`src/rtl/mmio_stream_port.sv`:
```
// Memory-mapped byte port: a 4-byte register window feeding a TX FIFO that drains
// through a valid/ready stream, with sticky overflow and a wrapping sent-byte count.
module mmio_stream_port #(
  parameter logic [15:0] BASE_ADDR = 16'hFF00,
  parameter int          DEPTH     = 8
) (
  input  logic        clk,
  input  logic        rst,
  input  logic [15:0] addr,
  input  logic [7:0]  di,
  input  logic        we,
  output logic [7:0]  rd_data,
  output logic        rd_hit,
  output logic [7:0]  out_data,
  output logic        out_valid,
  input  logic        out_ready
);

  localparam int AW = $clog2(DEPTH);

  logic [7:0]  mem [DEPTH];
  logic [AW-1:0] rd_ptr;
  logic [AW-1:0] wr_ptr;
  logic [AW:0]   level;
  logic          overflow;
  logic [7:0]    sent;

  logic [15:0] off_full;
  logic [1:0]  off;
  logic        in_win;
  logic        empty;
  logic        full;
  logic        pop;
  logic        push_req;
  logic        push_ok;
  logic        ovf_evt;
  logic        clr_ovf;
  logic        clr_sent;
  logic [7:0]  reg_val;

  // Stream handshake: a byte transfers on every rising edge where out_valid && out_ready;
  // out_valid never depends on out_ready, and out_data holds while out_valid && !out_ready.
  assign off_full  = addr - BASE_ADDR;
  assign in_win    = (off_full[15:2] == 14'd0);
  assign off       = off_full[1:0];
  assign empty     = (level == '0);
  assign full      = (level == (AW+1)'(DEPTH));
  assign out_valid = !empty;
  assign out_data  = mem[rd_ptr];
  assign pop       = out_valid && out_ready;
  assign push_req  = we && in_win && (off == 2'd0);
  assign push_ok   = push_req && (!full || pop);
  assign ovf_evt   = push_req && !push_ok;
  assign clr_ovf   = we && in_win && (off == 2'd1) && di[2];
  assign clr_sent  = we && in_win && (off == 2'd3);

  always_comb begin
    reg_val = 8'h00;
    case (off)
      2'd0: reg_val = 8'h00;
      2'd1: reg_val = {5'b0, overflow, full, empty};
      2'd2: reg_val = 8'(level);
      2'd3: reg_val = sent;
      default: reg_val = 8'h00;
    endcase
  end

  // Storage is left uncleared by reset; the pointers alone decide what is queued.
  always_ff @(posedge clk) begin
    if (push_ok) mem[wr_ptr] <= di;
  end

  always_ff @(posedge clk) begin
    if (rst) begin
      rd_ptr   <= '0;
      wr_ptr   <= '0;
      level    <= '0;
      overflow <= 1'b0;
      sent     <= 8'h00;
      rd_data  <= 8'h00;
      rd_hit   <= 1'b0;
    end else begin
      if (push_ok) wr_ptr <= wr_ptr + 1'b1;
      if (pop)     rd_ptr <= rd_ptr + 1'b1;
      case ({push_ok, pop})
        2'b10:   level <= level + 1'b1;
        2'b01:   level <= level - 1'b1;
        default: level <= level;
      endcase
      // A dropped push wins over a same-edge clear so no overflow is ever lost.
      if (ovf_evt)      overflow <= 1'b1;
      else if (clr_ovf) overflow <= 1'b0;
      if (clr_sent)     sent <= 8'h00;
      else if (pop)     sent <= sent + 8'd1;
      rd_data <= (in_win && !we) ? reg_val : 8'h00;
      rd_hit  <= in_win && !we;
    end
  end

endmodule

```
`config.mk`:
```
export PLATFORM = sky130hd
export DESIGN_NAME = mmio_stream_port
export DESIGN_NICKNAME = d
export VERILOG_FILES = /design/src/rtl/mmio_stream_port.sv
export SDC_FILE = /design/constraint.sdc
export NUM_CORES = 1
export LEC_CHECK = 0
export CAP_MARGIN = 5
export CORE_MARGIN = 1
export CORE_UTILIZATION = 30
export DETAILED_ROUTE_END_ITERATION = 8
export MAX_ROUTING_LAYER = met4
export REMOVE_ABC_BUFFERS = 1
export SLEW_MARGIN = 20
export SYNTH_ARGS = -nofsm -noshare
export SYNTH_HDL_FRONTEND = slang
export SYNTH_SLANG_ARGS = --single-unit
```
`constraint.sdc`:
```
create_clock -name clk -period 2.5 [get_ports clk]
set_clock_uncertainty 0.05 [all_clocks]
set_input_delay 0.25 -clock clk [delete_from_list [all_inputs] [get_ports clk]]
set_output_delay 0.25 -clock clk [all_outputs]
set_load 0.03 [all_outputs]
```
Word-level counts from Yosys, hierarchy flattened. Memory sizes are Yosys's and may differ from the RTL's. A register that Yosys moved wholly into a read port is not among the register bits. Cells that the tools add are included.

$add $sub $neg: 6. Muxes and demuxes: 8. Bitwise gates (word level): 1. Reduce and logical (&&, ||, !) cells: 21. Equal/unequal tests: 6.

Operators by type and width (number): 8-bit one-hot mux with 4 select lines (1); 16-bit subtractor, second input constant (1); 14-bit zero test (1); 1-bit logical AND (9); 8-bit by 1-bit adder with 8-bit output, second input constant (1); 4-bit one-hot mux with 2 select lines (1); 3-bit by 1-bit adder with 3-bit output, second input constant (2); 2-bit == test, second input constant (3); 3-bit two-way mux (2); 4-bit by 1-bit adder with 4-bit output, second input constant (1); 2-bit by 1-bit == test with 1-bit output, second input constant (2); 4-bit == test, second input constant (1); 1-bit zero test (4); 4-bit zero test (1); 1-bit two-way mux (4); 2-bit nonzero test (2); 2-bit OR reduction (2); 4-bit by 1-bit subtractor with 4-bit output, second input constant (1); 2-bit zero test (1); 1-bit logical OR (1); 1-bit inverter (1).

Bits in registers: 28. Memories: 1. Bits of input ports: 28. Output and inout port bits: 18. Bits in writable memories: 64. Logic and storage cells: 50.

Memory list: mem (depth 8, bits a word 8, read ports 1, clocked after memory_dff 1, wr ports 1, line 21) `logic [7:0] mem [DEPTH];`.

Depth between registers and ports, before layout. Gate-level depths: netlist of the first run.

Depth in word-level cells: 8. Mapped depth: 11. Gate-level depth less buffers: 11.

Worst setup path before layout of the first run. No wires, ideal clock.

Path type: input-to-reg. Start point: input addr[3]. End point: memory mem[0][0] (enable). Setup slack: -0.234 ns. Stages on the path: 5. Buffers on the path: 0. Setup time: 0.383 ns. Data arrival time: 2.301 ns. Data required time: 2.067 ns. Path through: or4_4 > or4_4 > nor3_4 > nand2b_1 > nor3_1.

Word-level cells in the longest chain between the ends: 7.

Ends and longest elaborated chain: from (decl) (line 9) `input logic [15:0] addr,`; 16-bit subtractor (line 43) `assign off_full = addr - BASE_ADDR;`; 14-bit zero test (line 44) `assign in_win = (off_full[15:2] == 14'd0);`; 1-bit logical AND (2 in a row) (line 51) `assign push_req = we && in_win && (off == 2'd0);`; 1-bit logical AND (line 52) `assign push_ok = push_req && (!full || pop);`; 1-bit two-way mux (line 70) `if (push_ok) mem[wr_ptr] <= di;`; 1-bit two-way mux (not written as such) (line 70); to (decl) (line 21).

No other way between the ends.

Worst setup path after layout of the first run.
Start point: input addr[12]. End point: memory mem[4][7] (enable).

Same word-level chain as after synthesis.

==> impl_results.md, run 1 <==
* Die area at 13400 um^2
* Top-count cell post-synth: edfxtp_1
* Share of post-route cells with drive strength above 1 at 28.5%
* Post-synth top area cell: edfxtp_1
* CTS tree: built
* Post-DRT Antenna Nets at 0
* Antenna fix cells at 0
* Fillers at 1217
* RR Startpoint: level[3]$_SDFFE_PP0P_
* Gr ovfl total at 0
* Synth Register Bits at 95
* CP delay by family, top: simple AND/OR/NAND/NOR gates
* Nets at 376
* Mapped Cells at 263
* Longest Clk Path Bufs at 2
* Combinational share of power at 13.8%
* Layout area overhead at 32.9%
* Hold depth at 4
* Leakage at 1.84 nW
* Die Y at 116 um
* Initial Utilization at 30.7%
* Final hold slack at 0.322 ns
* RSZ-0062 raised after global routing: false
* Hold-critical path endpoint: rd_data[1]$_SDFF_PP0_
* Detailed placer's ending HPWL at 5130 um
* Clock Latency Late Sink at 0.34 ns
* MaxCap Viol Count at 0
* Sw Share at 23.8%
* Final setup vio count at 0
* Avg Cell Area, Syn at 14.7 um^2
* Area share of the largest cell type after synthesis at 49.6%
* Async SR Flop Fraction at 0%
* Hold_sp: addr[1]
* Multi-input logic area at 1350 um^2
* Storage cell area at 2540 um^2
* Sum Neg Setup Slack at 0 ns
* Number of global-route vias before repair at 2499
* Post-Route WL at 7620 um
* CP Depth at 8
* Crit path cell chain: clkdlybuf4s50_1, nand4_1, buf_4, or4_4, nor3_4, nand2_2, nor3_2, buf_6
* Crit-path max FO at 8
* CTS clk-pin slew, worst paths at 0.06 ns
* Sw power at 820 uW
* Slew Limit Fails at 0
* Post-synthesis sequential area ratio at 65.7%
* Hold Vio Cnt, Final at 0
* Worst R2R Path Depth at 7
* CP max stage delay at 0.51 ns
* Clock share of power at 36.4%
* Reg2Reg Setup Slack at 0.17 ns
* Num CTS Buffers at 9
* Crit path arrival time at 2.42 ns
* Initial antenna violation count at 0
* Routability congestion estimate from global placement at 0.740
* Status: finished clean
* Post-DR vias/cell at 4.55
* Yosys warnings at 0
* Top_reg_cell synth: edfxtp_1
* Sum of buffers and inverters on the critical path at 3
* DR pass1 iterations at 4
* Setup CP Type: primary input to register
* Req. time, crit path at 2.51 ns
* Post-synth EDFFs at 64
* Global-route wire length before repair at 12500 um
* Root buf cell: clkbuf_16
* Hold crit path type: primary input to register
* Vias at 2359
* WL per Instance at 14.7 um
* Synth top area cells: edfxtp_1 (50%), dfxtp_1 (16%), mux4_2 (9.3%), mux2_2 (3.8%), nor2_1 (3.1%)
* Num rows at 41
* Yosys cell types at 41
* Slew HR at 67.9%
* Post-Synthesis Cell Area at 3870 um^2
* DRC viols at 0
* Final worst path period share at 96.5%
* Achievable Freq at 0.415 GHz
* Util after Layout at 40.8%
* Pint at 2.62 mW
* Slowest-stage cell, CP: or4_4
* Core footprint at 12600 um^2
* PwrDens at 669 nW/um^2
* CP Capture Type: register
* I/O Pins at 46
* Fin crit period at 2.41 ns
* Clock sinks at 95
* Commonest cells in the netlist: edfxtp_1 (64), nor2_1 (32), dfxtp_1 (31)
* Peak supply drop at 0.418 mV
* Total power at 3.44 mW
* Worst-Margin Slew at 0.481 ns
* R2r endpoint: level[2]$_SDFFE_PP0P_
* Die width at 116 um
* CTS Hold Bufs at 0
* IO Port Bufs at 45
* Largest net degree at the start of global routing at 18
* Reg power frac at 49.8%
* First DRT Iteration DRCs at 171
* H-tree level count at 3
* GR Util All Layers at 13.1%
* Setup crit start kind: primary input
-- logic make-up (layout without fill, tap and decap cells) --
| family | after synthesis | count (layout) | share of synthesized area (%) |
|---|---|---|---|
| flops | 95 | 95 | 65.7 |
| compound gates | 19 | 19 | 2.97 |
| simple gates | 86 | 86 | 11.7 |
| fa+ha+maj | 6 | 6 | 2.13 |
| mux | 30 | 30 | 13.3 |
| buf+inv | 16 | 100 | 1.74 |
| xor+xnor | 11 | 11 | 2.49 |
-- per-stage QoR --
stage                     worst slack, ns  area [um^2]  std cells
final                              0.0887         5150        519
after global placement             -0.611         4750        501
after global routing             0.000614         5150        519
after detailed placement           -0.643         4750        501
after CTS                         -0.0817         5060        518
after floorplan                    -0.234         3830        253
-- cell usage in the layout, fill, tap and decap left out, types with 2 or more instances in the layout --
master	count
buf_12	2
nor2b_1	6
xor2_1	8
dlymetal6s2s_1	10
clkbuf_16	9
inv_1	5
nand2_2	2
and2_1	4
o21ai_0	4
mux4_2	16
clkdlybuf4s50_1	26
buf_4	30
buf_6	3
nor2_1	28
or4_4	2
ha_1	3
a21oi_1	8
nor3_2	2
xnor2_1	3
nand4_1	4
dfxtp_1	31
clkinvlp_4	2
ha_4	2
mux2_2	12
clkinv_1	2
edfxtp_1	64
nand2_1	15
dlygate4sd2_1	7
nand2b_1	2
nor2_2	4
nand3_1	2
-- registers in the layout, indices dropped and copies added (netlist names), named ones only --
signal and flops:
rd_data 8, wr_ptr 3, sent 8, mem 64, level 4, rd_ptr 3
overflow 1, rd_hit 1
-- tightest hold or removal path: stages --
cell and delay [ns]:
dlymetal6s2s_1 0.12, buf_4 0.16, a21oi_1 0.06, nor2_1 0.08
-- power groups by stage --
stage          clock network [mW]  logic, mW  registers (mW)
6_report                     1.25      0.474            1.72
5_1_grt                      1.35      0.518            1.72
4_1_cts                      1.28      0.477            1.72
3_5_place_dp                    0      0.484            1.75
3_3_place_gp                    0      0.479            1.75
2_1_floorplan                   0      0.248            1.78
-- repair_timing --
item / CTS / global route
pin swaps: 4 / 13
setup endpoints to repair: 15 / 63
setup buffers: 1 / 1
gates resized for setup: 13 / 24
-- worst max-delay path by stage --
stage / from / end / slack, ns
after floorplan: addr[3] / mem[0][0]$_DFFE_PP_ / -0.23
after global placement: addr[3] / level[3]$_SDFFE_PP0P_ / -0.61
after detailed placement: addr[3] / level[3]$_SDFFE_PP0P_ / -0.64
after CTS: addr[3] / level[3]$_SDFFE_PP0P_ / -0.08
after global routing: addr[8] / level[3]$_SDFFE_PP0P_ / 0.0006
final: addr[12] / mem[4][7]$_DFFE_PP_ / 0.09
-- per-layer routing --
layer | wire length, um | GRT usage [%] | up-vias | share of wire [%]
li1 | - | - | 1134 | -
met1 | 3340 | 15.4 | 1147 | 44
met2 | 3720 | 21.2 | 64 | 49
met3 | 420 | 3.92 | 14 | 5.5
met4 | 138 | 4.87 | 0 | 1.8
met5 | 0 | - | - | 0
-- layout make-up --
cell class	count	area share, %
Clock buffer	9	4.38
Inverter	6	0.438
Sequential cell	95	49.4
Tap cell	172	4.18
Multi-Input combinational cell	152	26.2
Timing Repair Buffer	78	14.5
Clock inverter	7	0.924
(Power assumes the default switching activity.)
==> run 2: changes to the inputs <==
- CORE_UTILIZATION: 30 -> 50
- PLACE_DENSITY: unset -> 0.75
==> run 2 against run 1 <==
Compared with the run above:
- critical path depth decreased by 1
- via count decreased by 2.7%
- sequential cell count unchanged
- first-iteration DRC count decreased by 46%
- critical path type unchanged
- critical endpoint is now mem[7][7]$_DFFE_PP_
- largest cell class unchanged
- largest power group unchanged
==> impl_results.md, run 2 (synthesized netlist as in run 1, its figures left out) <==
* CTS Hold Bufs at 0 (unchanged)
* Status: finished clean
* Sum Neg Setup Slack at 0 ns (unchanged)
* RSZ-0062 raised after global routing: true
* Final worst path period share at 96.7% (+0.26 points)
* Root buf cell: clkbuf_8
* Hold crit path type: primary input to register
* Commonest non-fill, non-tap cells in the layout: edfxtp_1 (64), dfxtp_1 (31), buf_4 (31)
* Antenna fix cells at 0 (unchanged)
* Global-route wire length before repair at 11600 um (-7.0%)
* Fin crit period at 2.42 ns (+0.00645 ns)
* Vias at 2295 (-2.7%)
* Crit path cell chain: clkdlybuf4s50_1, or4bb_1, or4_4, nor3_4, nand2_1, nor2_1, buf_4
* Die Y at 90.0 um (-22%)
* Clock Latency Late Sink at 0.35 ns (about the same)
* Num rows at 31 (-24%)
* Achievable Freq at 0.414 GHz (-0.27%)
* Number of global-route vias before repair at 2384 (-4.6%)
* Final setup vio count at 0 (unchanged)
* Peak supply drop at 0.359 mV (-14%)
* IO Port Bufs at 45 (unchanged)
* I/O Pins at 46 (unchanged)
* Core footprint at 7370 um^2 (-42%)
* Setup crit start kind: primary input
* Slew HR at 70.1% (+2.2 points)
* Largest register FFs at 64 (unchanged)
* WL per Instance at 15.7 um (+6.9%)
* Slowest-stage cell, CP: clkdlybuf4s50_1
* Slew Limit Fails at 0 (unchanged)
* Share of post-route cells with drive strength above 1 at 27.1% (-1.4 points)
* Initial Utilization at 52.5% (+22 points)
* Nets at 376 (unchanged)
* Num CTS Buffers at 9 (unchanged)
* Setup CP Type: primary input to register
* Req. time, crit path at 2.52 ns (about the same)
* Crit-path max FO at 4 (-4)
* Post-DR vias/cell at 5.15 (+13%)
* H-tree level count at 3 (unchanged)
* PwrDens at 632 nW/um^2 (-5.6%)
* CP Capture Type: register
* Total power at 3.11 mW (-9.8%)
* CTS clk-pin slew, worst paths at 0.09 ns (+0.03 ns)
* Commonest non-fill, non-tap cell in the layout: edfxtp_1
* Worst-Margin Slew at 0.448 ns (-0.0333 ns)
* Initial antenna violation count at 0 (unchanged)
* Crit path arrival time at 2.44 ns (+0.02 ns)
* Post-DRT Antenna Nets at 0 (unchanged)
* Leakage at 1.77 nW (-3.4%)
* Die width at 90.0 um (-22%)
* Gr ovfl total at 0 (unchanged)
* MaxCap Viol Count at 0 (unchanged)
* Largest net degree at the start of global routing at 19 (+1)
* CTS tree: built
* DRC viols at 0 (unchanged)
* Detailed placer's ending HPWL at 4960 um (-3.5%)
* First DRT Iteration DRCs at 93 (-46%)
* Largest Register: mem
* Clock sinks at 95 (unchanged)
* Post-Route WL at 7000 um (-8.1%)
* Longest Clk Path Bufs at 2 (unchanged)
* Layout area overhead at 27.0%
* GR Util All Layers at 19.3% (+6.2 points)
* CP max stage delay at 0.49 ns (-0.02 ns)
* Largest registers: mem: 64 flops, rd_data: 8 flops, sent: 8 flops
* Routability congestion estimate from global placement at 0.922 (+25%)
* Hold Vio Cnt, Final at 0 (unchanged)
* Die area at 8100 um^2 (-39%)
* DR pass1 iterations at 4 (unchanged)
[run 2: power by group]
group	internal, mW	switching [mW]
clock	0.380	0.551
combinational	0.249	0.213
sequential	1.69	0.0204
total	2.32	0.784
[run 2: path summary, 6_finish.rpt]
kind,startpoint,to,slack (ns),cells after the start
max,we,mem[7][7]$_DFFE_PP_,0.08,7
min,addr[4],rd_data[3]$_SDFF_PP0_,0.30,4
max reg2reg,level[3]$_SDFFE_PP0P_,level[2]$_SDFFE_PP0P_,0.13,7
min reg2reg,rd_ptr[1]$_SDFFE_PP0P_,register,0.44,2
[run 2: stage by stage]
step / cells / setup slack (ns) / cell area (um^2) / utilization (%) / hold WS [ns]
finish: 446 / 0.0823 / 4920 / 66.7 / 0.300
global route: 446 / -0.0498 / 4920 / 66.7 / 0.328
CTS: 445 / -0.0871 / 4850 / 65.9 / 0.442
detailed placement: 429 / -0.678 / 4650 / 63.2 / 0.430
global placement: 429 / -0.613 / 4650 / 63.2 / 0.425
floorplan: 253 / -0.234 / 3830 / - / 0.269
[run 2: metal layers]
layer / track usage [%] / routed length [um] / vias to the layer above
met2: 32.5 / 3640 / 47
met5: - / 0 / -
met1: 22.6 / 2990 / 1105
li1: - / - / 1134
met3: 4.15 / 250 / 9
met4: 7.66 / 115 / 0
[run 2: final cells by class]
cell class	count	area [um^2]
Clock buffer	9	124
Clock inverter	7	66.3
Fill cell	525	2450
Inverter	6	22.5
Multi-Input combinational cell	152	1310
Sequential cell	95	2540
Tap cell	99	124
Timing Repair Buffer	78	724
[run 2: what timing repair did]
| item | CTS | global route |
|---|---|---|
| gates resized for setup | 11 | 17 |
| setup buffers | 0 | 1 |
| pin swaps | 1 | 9 |
| setup endpoints to repair | 9 | 66 |
| hold endpoints to repair | 0 | 0 |
[run 2: critical path, delay by kind of cell]
kind,cells,cell delay (ns)
buf+inv,2,0.67
simple gates,5,1.51
